## src/rtl/rf_write_arbiter_pkg.sv

```systemverilog
// Shared types for the register-file write arbiter: writeback source ids and request payload.
package rf_write_arbiter_pkg;

    localparam int unsigned RF_M    = 32;
    localparam int unsigned RF_N    = 8;
    localparam int unsigned RF_ADDR = $clog2(RF_M);

    typedef enum logic {
        SRC_ALU = 1'b0,
        SRC_MC  = 1'b1
    } src_e;

    // Field widths follow the package defaults above.
    typedef struct packed {
        logic [RF_ADDR-1:0] rd;
        logic [RF_N-1:0]    data;
    } wb_req_t;

endpackage

```

## src/rtl/rf_write_arbiter_rr.sv

```systemverilog
// Two-input round-robin arbiter; the source that lost (or sat out) the last grant wins a tie.
module rr_arbiter2
    import rf_write_arbiter_pkg::*;
(
    input  logic       clk,
    input  logic       rst,
    input  logic [1:0] valid,
    output logic [1:0] grant
);

    src_e last_grant;

    always_comb begin
        grant = '0;
        unique case (valid)
            2'b01:   grant = 2'b01;
            2'b10:   grant = 2'b10;
            2'b11:   grant = (last_grant == SRC_MC) ? 2'b01 : 2'b10;
            default: grant = '0;
        endcase
    end

    // A grant is always a transfer, so any valid request advances the pointer.
    always_ff @(posedge clk or posedge rst) begin
        if (rst) begin
            last_grant <= SRC_MC;
        end else if (|valid) begin
            last_grant <= grant[1] ? SRC_MC : SRC_ALU;
        end
    end

endmodule

```

## src/rtl/rf_write_arbiter.sv

```systemverilog
// Shares the register-file write port between ALU and multicycle writeback,
// and tracks registers still owed a multicycle result so decode can stall.
module rf_write_arbiter
    import rf_write_arbiter_pkg::*;
#(
    parameter  int unsigned M      = RF_M,
    parameter  int unsigned N      = RF_N,
    localparam int unsigned AddrSz = $clog2(M)
) (
    input  logic              clk,
    input  logic              rst,
    input  logic              req0_valid,
    output logic              req0_ready,
    input  logic [AddrSz-1:0] req0_rd,
    input  logic [N-1:0]      req0_data,
    input  logic              req1_valid,
    output logic              req1_ready,
    input  logic [AddrSz-1:0] req1_rd,
    input  logic [N-1:0]      req1_data,
    input  logic              issue_valid,
    input  logic [AddrSz-1:0] issue_rd,
    output logic              issue_err,
    input  logic [AddrSz-1:0] rs_chk,
    input  logic [AddrSz-1:0] rt_chk,
    output logic              hazard,
    output logic              rf_we,
    output logic [AddrSz-1:0] rf_wa,
    output logic [N-1:0]      rf_wd
);

    logic [1:0] grant;
    wb_req_t    req0;
    wb_req_t    req1;
    wb_req_t    win;
    src_e       wr_src;
    logic [M-1:0] pending;
    logic [M-1:0] pending_nxt;
    logic         err_nxt;

    rr_arbiter2 u_arb (
        .clk   (clk),
        .rst   (rst),
        .valid ({req1_valid, req0_valid}),
        .grant (grant)
    );

    assign req0_ready = grant[0];
    assign req1_ready = grant[1];

    assign req0.rd   = req0_rd;
    assign req0.data = req0_data;
    assign req1.rd   = req1_rd;
    assign req1.data = req1_data;
    assign win       = grant[1] ? req1 : req0;

    // Zero-register writes are accepted but never enabled onto the port.
    always_ff @(posedge clk or posedge rst) begin
        if (rst) begin
            rf_we  <= 1'b0;
            rf_wa  <= '0;
            rf_wd  <= '0;
            wr_src <= SRC_ALU;
        end else begin
            rf_we <= (|grant) && (win.rd != '0);
            if (|grant) begin
                rf_wa  <= win.rd;
                rf_wd  <= win.data;
                wr_src <= grant[1] ? SRC_MC : SRC_ALU;
            end
        end
    end

    // Clear from a committing multicycle write first so a same-edge issue wins.
    always_comb begin
        pending_nxt = pending;
        err_nxt     = 1'b0;
        if (rf_we && (wr_src == SRC_MC)) begin
            pending_nxt[rf_wa] = 1'b0;
        end
        if (issue_valid && (issue_rd != '0)) begin
            err_nxt               = pending[issue_rd];
            pending_nxt[issue_rd] = 1'b1;
        end
        pending_nxt[0] = 1'b0;
    end

    always_ff @(posedge clk or posedge rst) begin
        if (rst) begin
            pending   <= '0;
            issue_err <= 1'b0;
        end else begin
            pending   <= pending_nxt;
            issue_err <= err_nxt;
        end
    end

    assign hazard = pending[rs_chk] | pending[rt_chk];

endmodule

```

## config.mk

```make
export PLATFORM = sky130hd
export DESIGN_NAME = rf_write_arbiter
export DESIGN_NICKNAME = d
export VERILOG_FILES = /design/src/rtl/rf_write_arbiter_pkg.sv /design/src/rtl/rf_write_arbiter_rr.sv /design/src/rtl/rf_write_arbiter.sv
export SDC_FILE = /design/constraint.sdc
export NUM_CORES = 1
export LEC_CHECK = 0
export BUFFER_PORTS_ARGS = -buffer_cell sky130_fd_sc_hd__buf_2
export CAP_MARGIN = 10
export CORE_UTILIZATION = 25
export DETAILED_ROUTE_END_ITERATION = 10
export GPL_ROUTABILITY_DRIVEN = 0
export PLACE_DENSITY_LB_ADDON = 0.05
export SYNTH_ARGS = -nofsm -noshare
export SYNTH_HDL_FRONTEND = slang
export SYNTH_HIERARCHICAL = 1
export SYNTH_SLANG_ARGS = --single-unit
```

## constraint.sdc

```tcl
create_clock -name clk -period 3.45 [get_ports clk]
set_input_delay 0 -clock clk [delete_from_list [all_inputs] [get_ports clk]]
set_output_delay 0 -clock clk [all_outputs]
set_load 0.01 [all_outputs]
```

* Yosys cells after proc, flatten, opt, wreduce, memory -nomap -nowiden
Index checks and enable logic that the tools add are counted.
Widths: inputs -> output; s select.
** Operators by class
- Add/sub/neg operators :: 0
- Multipliers :: 0
- Divide/modulo/power cells :: 0
- $lt $le $gt $ge :: 6
- Equal/unequal tests :: 3
- Shift operators :: 0
- Mux-type cells :: 17
- Bitwise logic cells :: 4
- Reductions and logical operators :: 9
** Operators by type and width (number)
- $mux 32 :: 2
- $and 32x32->32 :: 1
- $not 32->32 :: 1
- $or 32x32->32 :: 1
- $lt 5x6->1 const B :: 4
- $bmux 1 s5 :: 3
- $mux 13 :: 1
- $demux 1 s5 :: 2
- $ge 5x1->1 const B :: 2
- $reduce_bool 5->1 :: 2
- $mux 1 :: 7
- $pmux 2 s3 :: 1
- $logic_and 1x1->1 :: 5
- $eq 2x2->1 const B :: 2
- $reduce_or 2->1 :: 2
- $eq 2x1->1 const B :: 1
- $mux 2 :: 1
- $or 1x1->1 :: 1
** Storage, ports and cells
- Register bits :: 48
- Bits in latches :: 0
- RAM bits :: 0
- ROM bits :: 0
- Bits of input ports :: 46
- Output and inout port bits :: 18
- Memories :: 0

* Depth between registers and ports, before layout
Gate-level depths: netlist of the first run.
- Depth after elaboration :: 9
- Mapped depth :: 6

* Cells and area by module
The synthesis of the first run kept the hierarchy.
** By module, submodules not included
- rf_write_arbiter :: times used 1, cells each 277, area each 2891.5 um^2
- rr_arbiter2 :: times used 1, cells each 7, area each 57.6 um^2

* Least setup slack after synthesis of the first run
OpenSTA, ideal clock, no wires.
- Path type :: reg-to-reg
- Start point :: reg u_arb.last_grant
- End point :: reg rf_wd[5]
- Library setup time :: 135 ps
- Arrival time :: 1649 ps
- Data required time :: 3315 ps
- Setup slack :: 1666 ps
- Cell stages (with the launch flop) :: 7
- Path buffers :: 2
- Clock period less this slack :: 1784 ps
- Cells stage by stage :: dfstp_2 -> inv_1 -> a21boi_1 -> clkbuf_1 -> buf_2 -> mux2i_1 -> o21ai_0
** On the way
- Word-level cells in the longest chain between the ends :: 3
** RTL lines
- from (decl) :: RTL line rf_write_arbiter_rr.sv:11 : src_e last_grant;
- from (signal assigned) :: RTL line rf_write_arbiter_rr.sv:28 : last_grant <= grant[1] ? SRC_MC : SRC_ALU;
- $mux 2 :: RTL line rf_write_arbiter_rr.sv:18 : 2'b11: grant = (last_grant == SRC_MC) ? 2'b01 : 2'b10;
- $pmux 2 s3 :: RTL line rf_write_arbiter_rr.sv:15 : unique case (valid)
- named net req0_ready :: RTL line rf_write_arbiter.sv:13 : output logic req0_ready,
- $reduce_or 2->1 :: RTL line rf_write_arbiter.sv:65 : if (|grant) begin
- to (signal assigned) :: RTL line rf_write_arbiter.sv:67 : rf_wd <= win.data;
- to (decl) :: RTL line rf_write_arbiter.sv:28 : output logic [N-1:0] rf_wd
The timed path passes the listed nets, and every way through them passes these cells.
A chain may end at the register's enable or synchronous reset.

* Worst setup path after layout of the first run
- Start point :: reg u_arb.last_grant
- End point :: reg rf_wd[6]
** On the way
- Word-level cells in the longest chain between the ends :: 3
** RTL lines (RTL line)
- $mux 2 * :: rf_write_arbiter_rr.sv:18
- $pmux 2 s3 * :: rf_write_arbiter_rr.sv:15
- $mux 13 / $reduce_or 2->1 (equally long branches) :: rf_write_arbiter.sv:54, rf_write_arbiter.sv:65
Mark *: on every way between the ends. The rest lies on a longest branch, timed or not.

==> results.md, run 1 <==
* Total of warnings raised by yosys at 6
* Critical-path maximum fanout at 16
* Total power draw at 0.00221 W
* Number of enable flip-flop cells after synthesis at 0
* Synth top area share at 0.399
* Die width at 111 um
* Worst hold path class: in2reg
* Worst Skew at 0.00573 ns
* Proportion of synthesized chip area in sequential cells at 0.408
* RSZ-0062 raised after global routing: false
* Final-report hold violation count at 0
* Global-route wire length before repair at 15,300 um
* Critical path data required time at 3.63 ns
* All-layer global routing usage at 0.166
* Final-stage net count at 407
* Complex-gate fraction of the synthesized area at 0.171
* Final antenna diode count at 0
* DRC marker count from the first detailed-route iteration at 144
* Area growth, synth to finish at 26.6%
* Number of standard-cell rows in the floorplan at 39
* TritonCTS clock tree: built
* Final core occ at 0.326
* # fillers at 1,217
* Synthesized netlist cell count at 284
* CTS H-tree depth at 2
* Met2 usage in global routing at 0.271
* Startpoint type of the worst setup path: register
* Outcome: completed
* Initial antenna violation count at 0
* Root Driver: sky130_fd_sc_hd__clkbuf_16
* Die Footprint at 0.0122 mm2
* Most crowded layer after global routing: met2
* I/O pin total at 64
* Synth async-reset ratio at 1.00
* Syn nets at 330
* Combined area of all synthesized cells at 0.00295 mm2
* Total number of vias at 2,609
* Clock-pin slew reported for the worst setup and hold paths after clock tree synthesis at 0.07 ns
* Std-Cell Core Area at 0.0115 mm2
* Max frequency at 506 MHz
* Relative max-transition margin at 0.563
* WL final at 9550 um
* Met3 Usage GRT at 0.0406
* Delay contributed by the slowest stage of the critical path at 0.56 ns
* Combinational family with the most area after synthesis: multiplexers
* Post-detailed-route via-to-cell ratio at 5.17
* Overall die height at 111 um
* Total setup violations reported at the end of the flow at 0
* Peak supply drop at 183 uV
* Leading area contributor after synthesis: sky130_fd_sc_hd__dfrtp_1
* Average instance area after synthesis at 10.4 um2
* Global-route congestion overflow total at 0
* Detail Placement HPWL at 6590 um
* Met1 Track Usage GR at 0.215
* Largest cells by area after synthesis: sky130_fd_sc_hd__dfrtp_1 (40%), sky130_fd_sc_hd__mux4_2 (13%), sky130_fd_sc_hd__o21ai_0 (13%), sky130_fd_sc_hd__mux2i_1 (5.8%), sky130_fd_sc_hd__nand2_1 (2.7%)
* Via count of the first global-routing pass at 2,751
* Most frequent cells after synthesis: sky130_fd_sc_hd__o21ai_0 (76), sky130_fd_sc_hd__dfrtp_1 (47), sky130_fd_sc_hd__nand2_1 (21)
* Basic-gate share of the synthesized area counting and, or, nand and nor cells at 0.140
* Crit-path leading delay family: buffers and inverters
* Most frequently used cell type in the post-synthesis netlist: sky130_fd_sc_hd__o21ai_0
* Clock network latency to the later pin of the worst-skew pair at 0.30 ns
* Maximum number of buffers from clock root to sink at 2
* Slowest stage cell on the critical path: sky130_fd_sc_hd__dfstp_2
* Data arrival time of the worst path at 2.16 ns
* Portion of netlist area occupied by mux cells at 0.229
* Residual DRC at 0
* Number of register bits inferred by synthesis at 48
* Total negative slack at 0 ns
* Number of clock sinks at 48
* Main flop type after synthesis: sky130_fd_sc_hd__dfrtp_1
* Number of max-cap violations at 0
* Maximum number of pins on one net before global-route repair at 48
* Parity-gate share of the synthesized area counting xor and xnor cells at 0
* Number of placed instances, taps included at 474
* First drt pass iteration count at 4
* Max-slew violations at 0
* DR WL/cell at 18.9 um
* Sort of element at the end of the critical path: register
* Adder-cell share of the synthesized area at 0
* Starting Density at 0.257
* Power Density at 591 mW/mm2
* Antenna-violating nets left at 0
* Cell breakdown of the critical path: inv_1, a21boi_2, buf_4, mux2i_1, o21ai_0, dlygate4sd3_1
* Crit Path Category: reg2reg
* Share of the clock period used by the worst path at 0.573
* Layout cells sized above 1 at 0.290
* Static Leakage at 1.48 nW
* Count of buffers from port buffering at 63
* Worst path bufs/invs at 3
* Number of buffers created by CTS at 5
* Distinct cell type count of the synthesized netlist at 44
* Crit path time final at 1.98 ns
* Final Instance Count excl. Fillers at 505
* Transition time at the pin with the least slew margin at 0.655 ns
[through the flow]
stage | area, um2 | hold WS (ns) | setup slack [ns]
3_3_place_gp | 3350 | 0.0147 | 1.58
2_1_floorplan | 2950 | -0.110 | 1.67
6_report | 3730 | 0.00652 | 1.47
5_1_grt | 3730 | 0.0221 | 1.34
3_5_place_dp | 3350 | 0.0154 | 1.55
4_1_cts | 3730 | 0.00159 | 1.48
[report_power, final]
group	switching, W	internal [W]	total, W
logic	0.000304	0.000397	0.000701
registers	0.000214	0.000764	0.000977
clock network	0.000238	0.000289	0.000527
total	0.000756	0.00145	0.00221
[layer usage]
metal  vias up  share of wire
met3        11          0.068
li1       1227              -
met5         -              0
met4         0          0.017
met2        94           0.47
met1      1277           0.45
[worst paths after layout]
path | startpoint | to | slack [ns] | cells after the start
worst max-delay path | u_arb/last_grant$_DFFE_PP1P_ | rf_wd[6]$_DFFE_PP0P_ | 1.47 | 6
worst min-delay path | req0_data[3] | rf_wd[3]$_DFFE_PP0P_ | 0.007 | 3
worst max register to register | u_arb/last_grant$_DFFE_PP1P_ | rf_wd[6]$_DFFE_PP0P_ | 1.47 | 6
worst min register to register | wr_src$_DFFE_PP0P_ | wr_src$_DFFE_PP0P_ | 0.52 | 1
max in group asynchronous | rst | pending[15]$_DFF_PP0_ | 2.59 | 4
min in group asynchronous | rst | u_arb/last_grant$_DFFE_PP1P_ | 0.25 | 3
[timing repair]
| action | CTS | global route |
|---|---|---|
| setup buffers | 0 | 0 |
| hold endpoints to repair | 62 | 0 |
| resized for setup | 0 | 0 |
| hold buffers | 23 | 0 |
[cells by family after synthesis]
group,after synthesis
AO/OA/AOI/OAI,94
AND/OR/NAND/NOR,74
flip-flops,48
multiplexers,41
buffers and inverters,27
[worst register-to-register path: stages (launching register included)]
cell	delay (ns)
sky130_fd_sc_hd__dfstp_2	0.56
sky130_fd_sc_hd__inv_1	0.05
sky130_fd_sc_hd__a21boi_2	0.10
sky130_fd_sc_hd__buf_4	0.28
sky130_fd_sc_hd__mux2i_1	0.22
sky130_fd_sc_hd__o21ai_0	0.08
sky130_fd_sc_hd__dlygate4sd3_1	0.56
[flip-flops by register name (all words and copies together), names as in the netlist]
| register | count |
|---|---|
| wr_src | 1 |
| u_arb/last_grant | 1 |
| rf_wa | 5 |
| rf_we | 1 |
| pending | 31 |
| issue_err | 1 |
| rf_wd | 8 |
[placed cells by master (no fill, tap or decap), types with 4 or more instances in the layout]
| cell | instances |
|---|---|
| sky130_fd_sc_hd__inv_1 | 7 |
| sky130_fd_sc_hd__nand3b_1 | 9 |
| sky130_fd_sc_hd__nor2_1 | 10 |
| sky130_fd_sc_hd__nand4b_1 | 4 |
| sky130_fd_sc_hd__mux2_2 | 4 |
| sky130_fd_sc_hd__clkbuf_16 | 5 |
| sky130_fd_sc_hd__a21oi_1 | 4 |
| sky130_fd_sc_hd__o21ai_0 | 76 |
| sky130_fd_sc_hd__mux2i_1 | 17 |
| sky130_fd_sc_hd__dfrtp_1 | 47 |
| sky130_fd_sc_hd__nand3_1 | 6 |
| sky130_fd_sc_hd__mux4_2 | 17 |
| sky130_fd_sc_hd__nand2_1 | 21 |
| sky130_fd_sc_hd__buf_2 | 63 |
| sky130_fd_sc_hd__dlygate4sd3_1 | 23 |
[layout make-up]
| type | count | area (um2) | share of cell area |
|---|---|---|---|
| Clock buffer | 6 | 139 | 0.0372 |
| Clock inverter | 2 | 15.0 | 0.00402 |
| Inverter | 8 | 30.0 | 0.00804 |
| Multi-Input combinational cell | 209 | 1600 | 0.429 |
| Sequential cell | 48 | 1200 | 0.322 |
| Tap cell | 143 | 179 | 0.0479 |
| Timing Repair Buffer | 89 | 568 | 0.152 |
(Power assumes the default switching activity.)
==> inputs of run 2 (changes only) <==
==> constraint.sdc (replaced) <==
create_clock -name clk -period 1.6 [get_ports clk]
set_input_delay 0 -clock clk [delete_from_list [all_inputs] [get_ports clk]]
set_output_delay 0 -clock clk [all_outputs]
set_load 0.01 [all_outputs]
==> run 2 against run 1 <==
  * The run now ends with hold timing, setup timing left
  * Critical path depth did not move
  * Register-to-register slack got worse by 1.4 ns
  * Hold slack got worse by 0.011 ns
  * Flip-flop and latch count did not move
  * Clock-buffer cell count rose by 2
  * Cell count rose by 0.40%
  * Sequential power rose by 120%
  * Die area did not move
  * Non-clock buffer count rose by 2
==> results.md, run 2 (same netlist as run 1, synthesis figures left out) <==
* Sequential cell fraction of total power at 0.441
* Critical-path maximum fanout at 4
* Global-route congestion overflow total at 0
* Detail Placement HPWL at 6950 um
* Crit Path Category: reg2out
* Number of max-cap violations at 0
* CTS H-tree depth at 2
* Worst hold path class: in2reg
* Std-Cell Core Area at 0.0115 mm2
* Net load switching power at 0.00163 W
* TritonCTS clock tree: built
* Switching power share of the total at 0.341
* Global-route wire length before repair at 15,200 um
* Reg-to-reg critical path startpoint: u_arb/last_grant$_DFFE_PP1P_
* Maximum number of buffers from clock root to sink at 2
* Antenna-violating nets left at 0
* Final antenna diode count at 0
* Biggest regs: pending (31), rf_wd (8), rf_wa (5)
* Peak supply drop at 429 uV
* Most frequent cells in the layout: sky130_fd_sc_hd__o21ai_0 (76), sky130_fd_sc_hd__buf_2 (63), sky130_fd_sc_hd__dfrtp_1 (47)
* Share of the clock period used by the worst path at 1.15
* Delay contributed by the slowest stage of the critical path at 0.52 ns
* Hold-critical path depth at 3
* Critical path data required time at 1.60 ns
* WL final at 9380 um
* Power Density at 1270 mW/mm2
* Transition time at the pin with the least slew margin at 0.474 ns
* Maximum number of pins on one net before global-route repair at 48
* Max-slew violations at 0
* RSZ-0062 raised after global routing: true
* Endpoint with the worst hold slack: rf_wa[4]$_DFFE_PP0P_
* Cell breakdown of the critical path: mux4_2, nand4b_1, nand3_1, nor3_2, nand4_1, buf_2
* Starting Density at 0.257
* Area growth, synth to finish at 28.0%
* Crit-path leading delay family: multiplexers
* Clock network latency to the later pin of the worst-skew pair at 0.29 ns
* Post-detailed-route via-to-cell ratio at 5.24
* Max frequency at 546 MHz
* Pint at 0.00316 W
* First drt pass iteration count at 4
* Number of standard-cell rows in the floorplan at 39
* Final-report hold violation count at 1
* Reg2reg end: rf_we$_DFF_PP0_
* Die width at 111 um
* DRC marker count from the first detailed-route iteration at 147
* Die Footprint at 0.0122 mm2
* Flip-flop count of the largest register after layout at 31
* Met3 Usage GRT at 0.0247
* Failing checks: hold timing, setup timing
* Overall die height at 111 um
* Worst Hold Slack at -0.00454 ns
* Most crowded layer after global routing: met2
* Total power draw at 0.00479 W
* Final-stage net count at 409
* Worst Skew at 0.00450 ns
* Met1 Track Usage GR at 0.225
* Count of buffers from port buffering at 63
* Hold Crit Start: req1_rd[4]
* Number of placed instances, taps included at 484
* Total number of vias at 2,659
* Most frequent standard cell in the layout excluding fill and tap cells: sky130_fd_sc_hd__o21ai_0
* Clock network fraction of total power at 0.224
* All-layer global routing usage at 0.160
* Slack of the worst reg-to-reg path at 0.06 ns
* Final core occ at 0.329
* Design area at 0.00378 mm2
* Total setup violations reported at the end of the flow at 1
* Top reg by flops: pending
* Residual DRC at 0
* Cell count of the worst reg-to-reg path at 5
* Layout cells sized above 1 at 0.332
* I/O pin total at 64
* DR WL/cell at 18.5 um
* Clock-pin slew reported for the worst setup and hold paths after clock tree synthesis at 0.06 ns
* Slowest stage cell on the critical path: sky130_fd_sc_hd__mux4_2
* Data arrival time of the worst path at 1.83 ns
* Static Leakage at 1.52 nW
* Number of clock sinks at 48
* Initial antenna violation count at 0
* Number of buffers created by CTS at 5
* Outcome: finished with violations
* Via count of the first global-routing pass at 2,629
* Worst Setup Slack, final at -0.232 ns
* Crit path time final at 1.83 ns
* # fillers at 1,200
* Relative max-transition margin at 0.683
* Met2 usage in global routing at 0.259
* Total placed instance area at 0.00346 mm2
* Startpoint type of the worst setup path: register
* Sort of element at the end of the critical path: output pin
* Logic pwr share at 0.335
* Final Instance Count excl. Fillers at 507
* Root Driver: sky130_fd_sc_hd__clkbuf_16
* Worst path bufs/invs at 1
run 2: how the worst max path moves through the flow:
stage / startpoint / end / slack [ns] / cells after the start
floorplan: u_arb/last_grant$_DFFE_PP1P_ / rf_wa[2]$_DFFE_PP0P_ / 0.01 / 5
global placement: u_arb/last_grant$_DFFE_PP1P_ / rf_we$_DFF_PP0_ / 0.05 / 5
detailed placement: pending[17]$_DFF_PP0_ / issue_err$_DFF_PP0_ / 0.03 / 4
CTS: pending[30]$_DFF_PP0_ / hazard / -0.22 / 6
global route: pending[23]$_DFF_PP0_ / hazard / -0.35 / 6
finish: pending[30]$_DFF_PP0_ / hazard / -0.23 / 6
run 2: repair_timing:
action	4_1_cts	5_1_grt
endpoints found under the setup margin	1	3
endpoints found under the hold margin	60	0
resized for setup	1	8
pin swaps	2	8
hold buffers	14	0
buffers inserted	1	0
run 2: power by group through the flow:
| stage | combinational, W | clock [W] | sequential (W) |
|---|---|---|---|
| 6_report | 0.00160 | 0.00107 | 0.00211 |
| 5_1_grt | 0.00180 | 0.00114 | 0.00218 |
| 2_1_floorplan | 0.00110 | 0 | 0.00195 |
| 3_3_place_gp | 0.00153 | 0 | 0.00214 |
| 4_1_cts | 0.00160 | 0.00110 | 0.00210 |
| 3_5_place_dp | 0.00153 | 0 | 0.00212 |
run 2: worst reg2reg max path, cell delays in order (launching register included):
cell	delay (ns)
sky130_fd_sc_hd__dfstp_2	0.57
sky130_fd_sc_hd__a21boi_4	0.07
sky130_fd_sc_hd__or4_1	0.39
sky130_fd_sc_hd__nor2_1	0.11
sky130_fd_sc_hd__o22ai_1	0.07
sky130_fd_sc_hd__a22o_1	0.22
run 2: per-layer routing:
layer  routed length [um]  vias to the layer above
met5                    0                        -
met4                   82                        0
met3                  423                        8
met2                 4490                       71
met1                 4380                     1352
li1                     -                     1228
run 2: layout make-up:
| cell class | instances | area (um2) | area share |
|---|---|---|---|
| Multi-Input combinational cell | 209 | 1630 | 0.432 |
| Sequential cell | 48 | 1200 | 0.318 |
| Inverter | 8 | 30.0 | 0.00795 |
| Timing Repair Buffer | 91 | 586 | 0.155 |
| Clock buffer | 8 | 146 | 0.0388 |
| Tap cell | 143 | 179 | 0.0474 |
run 2: metrics by stage:
stage                     TNS (ns)  worst slack (ns)
after CTS                   -0.225            -0.225
after detailed placement         0            0.0349
after floorplan                  0            0.0146
after global placement           0            0.0500
after global routing        -0.404            -0.351
final                       -0.232            -0.232
==> inputs of run 3 (changes only) <==
--- a/config.mk
+++ b/config.mk
@@ -11,6 +11,7 @@
 export DETAILED_ROUTE_END_ITERATION = 10
 export GPL_ROUTABILITY_DRIVEN = 0
 export PLACE_DENSITY_LB_ADDON = 0.05
+export REMOVE_ABC_BUFFERS = 1
 export SYNTH_ARGS = -nofsm -noshare
 export SYNTH_HDL_FRONTEND = slang
 export SYNTH_HIERARCHICAL = 1
==> run 3 against run 2 <==
  * The run ends with setup timing left
  * Core utilization increased by 0.34 points
  * Sequential share of layout area decreased by 0.32 points
  * Setup slack improved by 0.024 ns
  * Non-clock buffer count increased by 4
  * First-iteration DRC count increased by 12%
  * Flip-flop and latch count unchanged
  * Sequential power about the same
  * Critical path depth unchanged
  * Wire length increased by 1.2%
  * Critical path type unchanged
  * Largest power group unchanged
  * Highest routed layer unchanged
==> results.md, run 3 (same netlist as run 1, synthesis figures left out) <==
* Max frequency at 553 MHz
* Reg-to-reg critical path startpoint: pending[19]$_DFF_PP0_
* All-layer global routing usage at 0.164
* I/O pin total at 64
* Residual DRC at 0
* Maximum number of pins on one net before global-route repair at 44
* Die width at 111 um
* TritonCTS clock tree: built
* Via count of the first global-routing pass at 2,653
* DR WL/cell at 18.6 um
* Delay contributed by the slowest stage of the critical path at 0.50 ns
* Number of standard-cell rows in the floorplan at 39
* Std-Cell Core Area at 0.0115 mm2
* Antenna-violating nets left at 0
* Crit Path Category: reg2out
* Worst Skew at 0.00682 ns
* Worst Setup Slack, final at -0.208 ns
* Total placed instance area at 0.00345 mm2
* Detail Placement HPWL at 7070 um
* Die Footprint at 0.0122 mm2
* Outcome: finished with violations
* Endpoint with the worst hold slack: rf_wd[5]$_DFFE_PP0P_
* Total number of vias at 2,661
* Root Driver: sky130_fd_sc_hd__clkbuf_16
* Startpoint type of the worst setup path: register
* Design area at 0.00381 mm2
* Worst path bufs/invs at 2
* Flip-flop count of the largest register after layout at 31
* Final Instance Count excl. Fillers at 511
* Most frequent standard cell in the layout excluding fill and tap cells: sky130_fd_sc_hd__o21ai_0
* Most frequent cells in the layout: sky130_fd_sc_hd__o21ai_0 (76), sky130_fd_sc_hd__buf_2 (63), sky130_fd_sc_hd__dfrtp_1 (47)
* Reg2reg end: issue_err$_DFF_PP0_
* Area growth, synth to finish at 29.4%
* Number of placed instances, taps included at 486
* Number of buffers created by CTS at 5
* Sort of element at the end of the critical path: output pin
* Final-report hold violation count at 0
* Final core occ at 0.333
* Share of the clock period used by the worst path at 1.13
* Number of clock sinks at 48
* Slowest stage cell on the critical path: sky130_fd_sc_hd__mux4_2
* Clock-pin slew reported for the worst setup and hold paths after clock tree synthesis at 0.07 ns
* Total negative slack at -0.208 ns
* Transition time at the pin with the least slew margin at 0.492 ns
* Overall die height at 111 um
* Layout cells sized above 1 at 0.337
* Maximum number of buffers from clock root to sink at 2
* Total setup violations reported at the end of the flow at 1
* Hold-critical path depth at 3
* CTS H-tree depth at 2
* Global-route congestion overflow total at 0
* Relative max-transition margin at 0.671
* RSZ-0062 raised after global routing: true
* Global-route wire length before repair at 15,500 um
* Count of buffers from port buffering at 63
* Starting Density at 0.257
* Initial antenna violation count at 0
* Clock network latency to the later pin of the worst-skew pair at 0.29 ns
* Slack of the worst reg-to-reg path at 0.04 ns
* Pre-CTS WS at -0.0341 ns
* Crit-path leading delay family: multiplexers
* Worst hold path class: in2reg
* Crit path time final at 1.81 ns
* Critical-path maximum fanout at 4
* Post-detailed-route via-to-cell ratio at 5.21
* Failing checks: setup timing
* Data arrival time of the worst path at 1.81 ns
* Final antenna diode count at 0
* First drt pass iteration count at 4
* Peak supply drop at 467 uV
* Final-stage net count at 413
* Cell breakdown of the critical path: mux4_2, inv_2, a2111oi_1, nor3_1, nand4_1, buf_2
* Cell count of the worst reg-to-reg path at 5
* Power Density at 1250 mW/mm2
* Static Leakage at 1.52 nW
* Top reg by flops: pending
* Biggest regs: pending (31), rf_wd (8), rf_wa (5)
* Number of max-cap violations at 0
* Critical path data required time at 1.60 ns
* WL final at 9490 um
* Hold Crit Start: req0_data[5]
* DRC marker count from the first detailed-route iteration at 164
* Max-slew violations at 0
## run 3: cell count changes in the layout (fill, tap and decap cells not counted), moves of 2 or more
cell / before / now
sky130_fd_sc_hd__mux4_2: 19 / 17
sky130_fd_sc_hd__buf_4: 12 / 14
sky130_fd_sc_hd__dlygate4sd3_1: 14 / 16
sky130_fd_sc_hd__mux4_1: 0 / 2
## run 3: metrics by stage
stage / total power (W) / hold slack [ns]
floorplan: 0.00297 / -0.110
global placement: 0.00365 / -0.0994
detailed placement: 0.00366 / -0.0982
CTS: 0.00480 / 0.000704
global route: 0.00518 / 0.00975
finish: 0.00479 / 0.00350
## run 3: routing by layer
layer	vias to the layer above	share of wire	global-route usage
met3	16	0.048	0.0269
met4	0	0.023	0.0498
met5	-	0	0
met2	96	0.45	0.254
met1	1309	0.48	0.233
li1	1240	-	-
## run 3: cell type report
type	instances	area, um2
fillers	1184	7650
flip-flops and latches	48	1200
multi-input cells	209	1650
repair buffers	95	612
well taps	143	179
clock buffers	8	146
inverters	8	30.0
## run 3: how the worst max path moves through the flow
stage,start,to,cells past startpoint
floorplan,u_arb/last_grant$_DFFE_PP1P_,rf_we$_DFF_PP0_,5
global placement,u_arb/last_grant$_DFFE_PP1P_,rf_we$_DFF_PP0_,5
detailed placement,u_arb/last_grant$_DFFE_PP1P_,rf_we$_DFF_PP0_,5
CTS,pending[30]$_DFF_PP0_,hazard,6
global route,pending[30]$_DFF_PP0_,hazard,6
finish,pending[4]$_DFF_PP0_,hazard,6
## run 3: repair_timing
action | CTS | global route
pin swaps | 3 | 5
endpoints found under the setup margin | 2 | 7
hold buffers | 16 | 0
endpoints found under the hold margin | 61 | 0
setup buffers | 0 | 1
resized for setup | 1 | 10
## run 3: worst register-to-register path: cells and delay by family (launching register included)
family	cells	cell delay (ns)
mux	1	0.47
flops	1	0.40
buf+inv	1	0.14
compound gates	1	0.11
simple gates	2	0.33
## run 3: report_power, final
part	switching, W	leakage, nW	internal [W]
clock network	0.000458	0.0712	0.000625
registers	0.000471	0.526	0.00165
logic	0.000690	0.926	0.000894
total	0.00162	1.52	0.00317
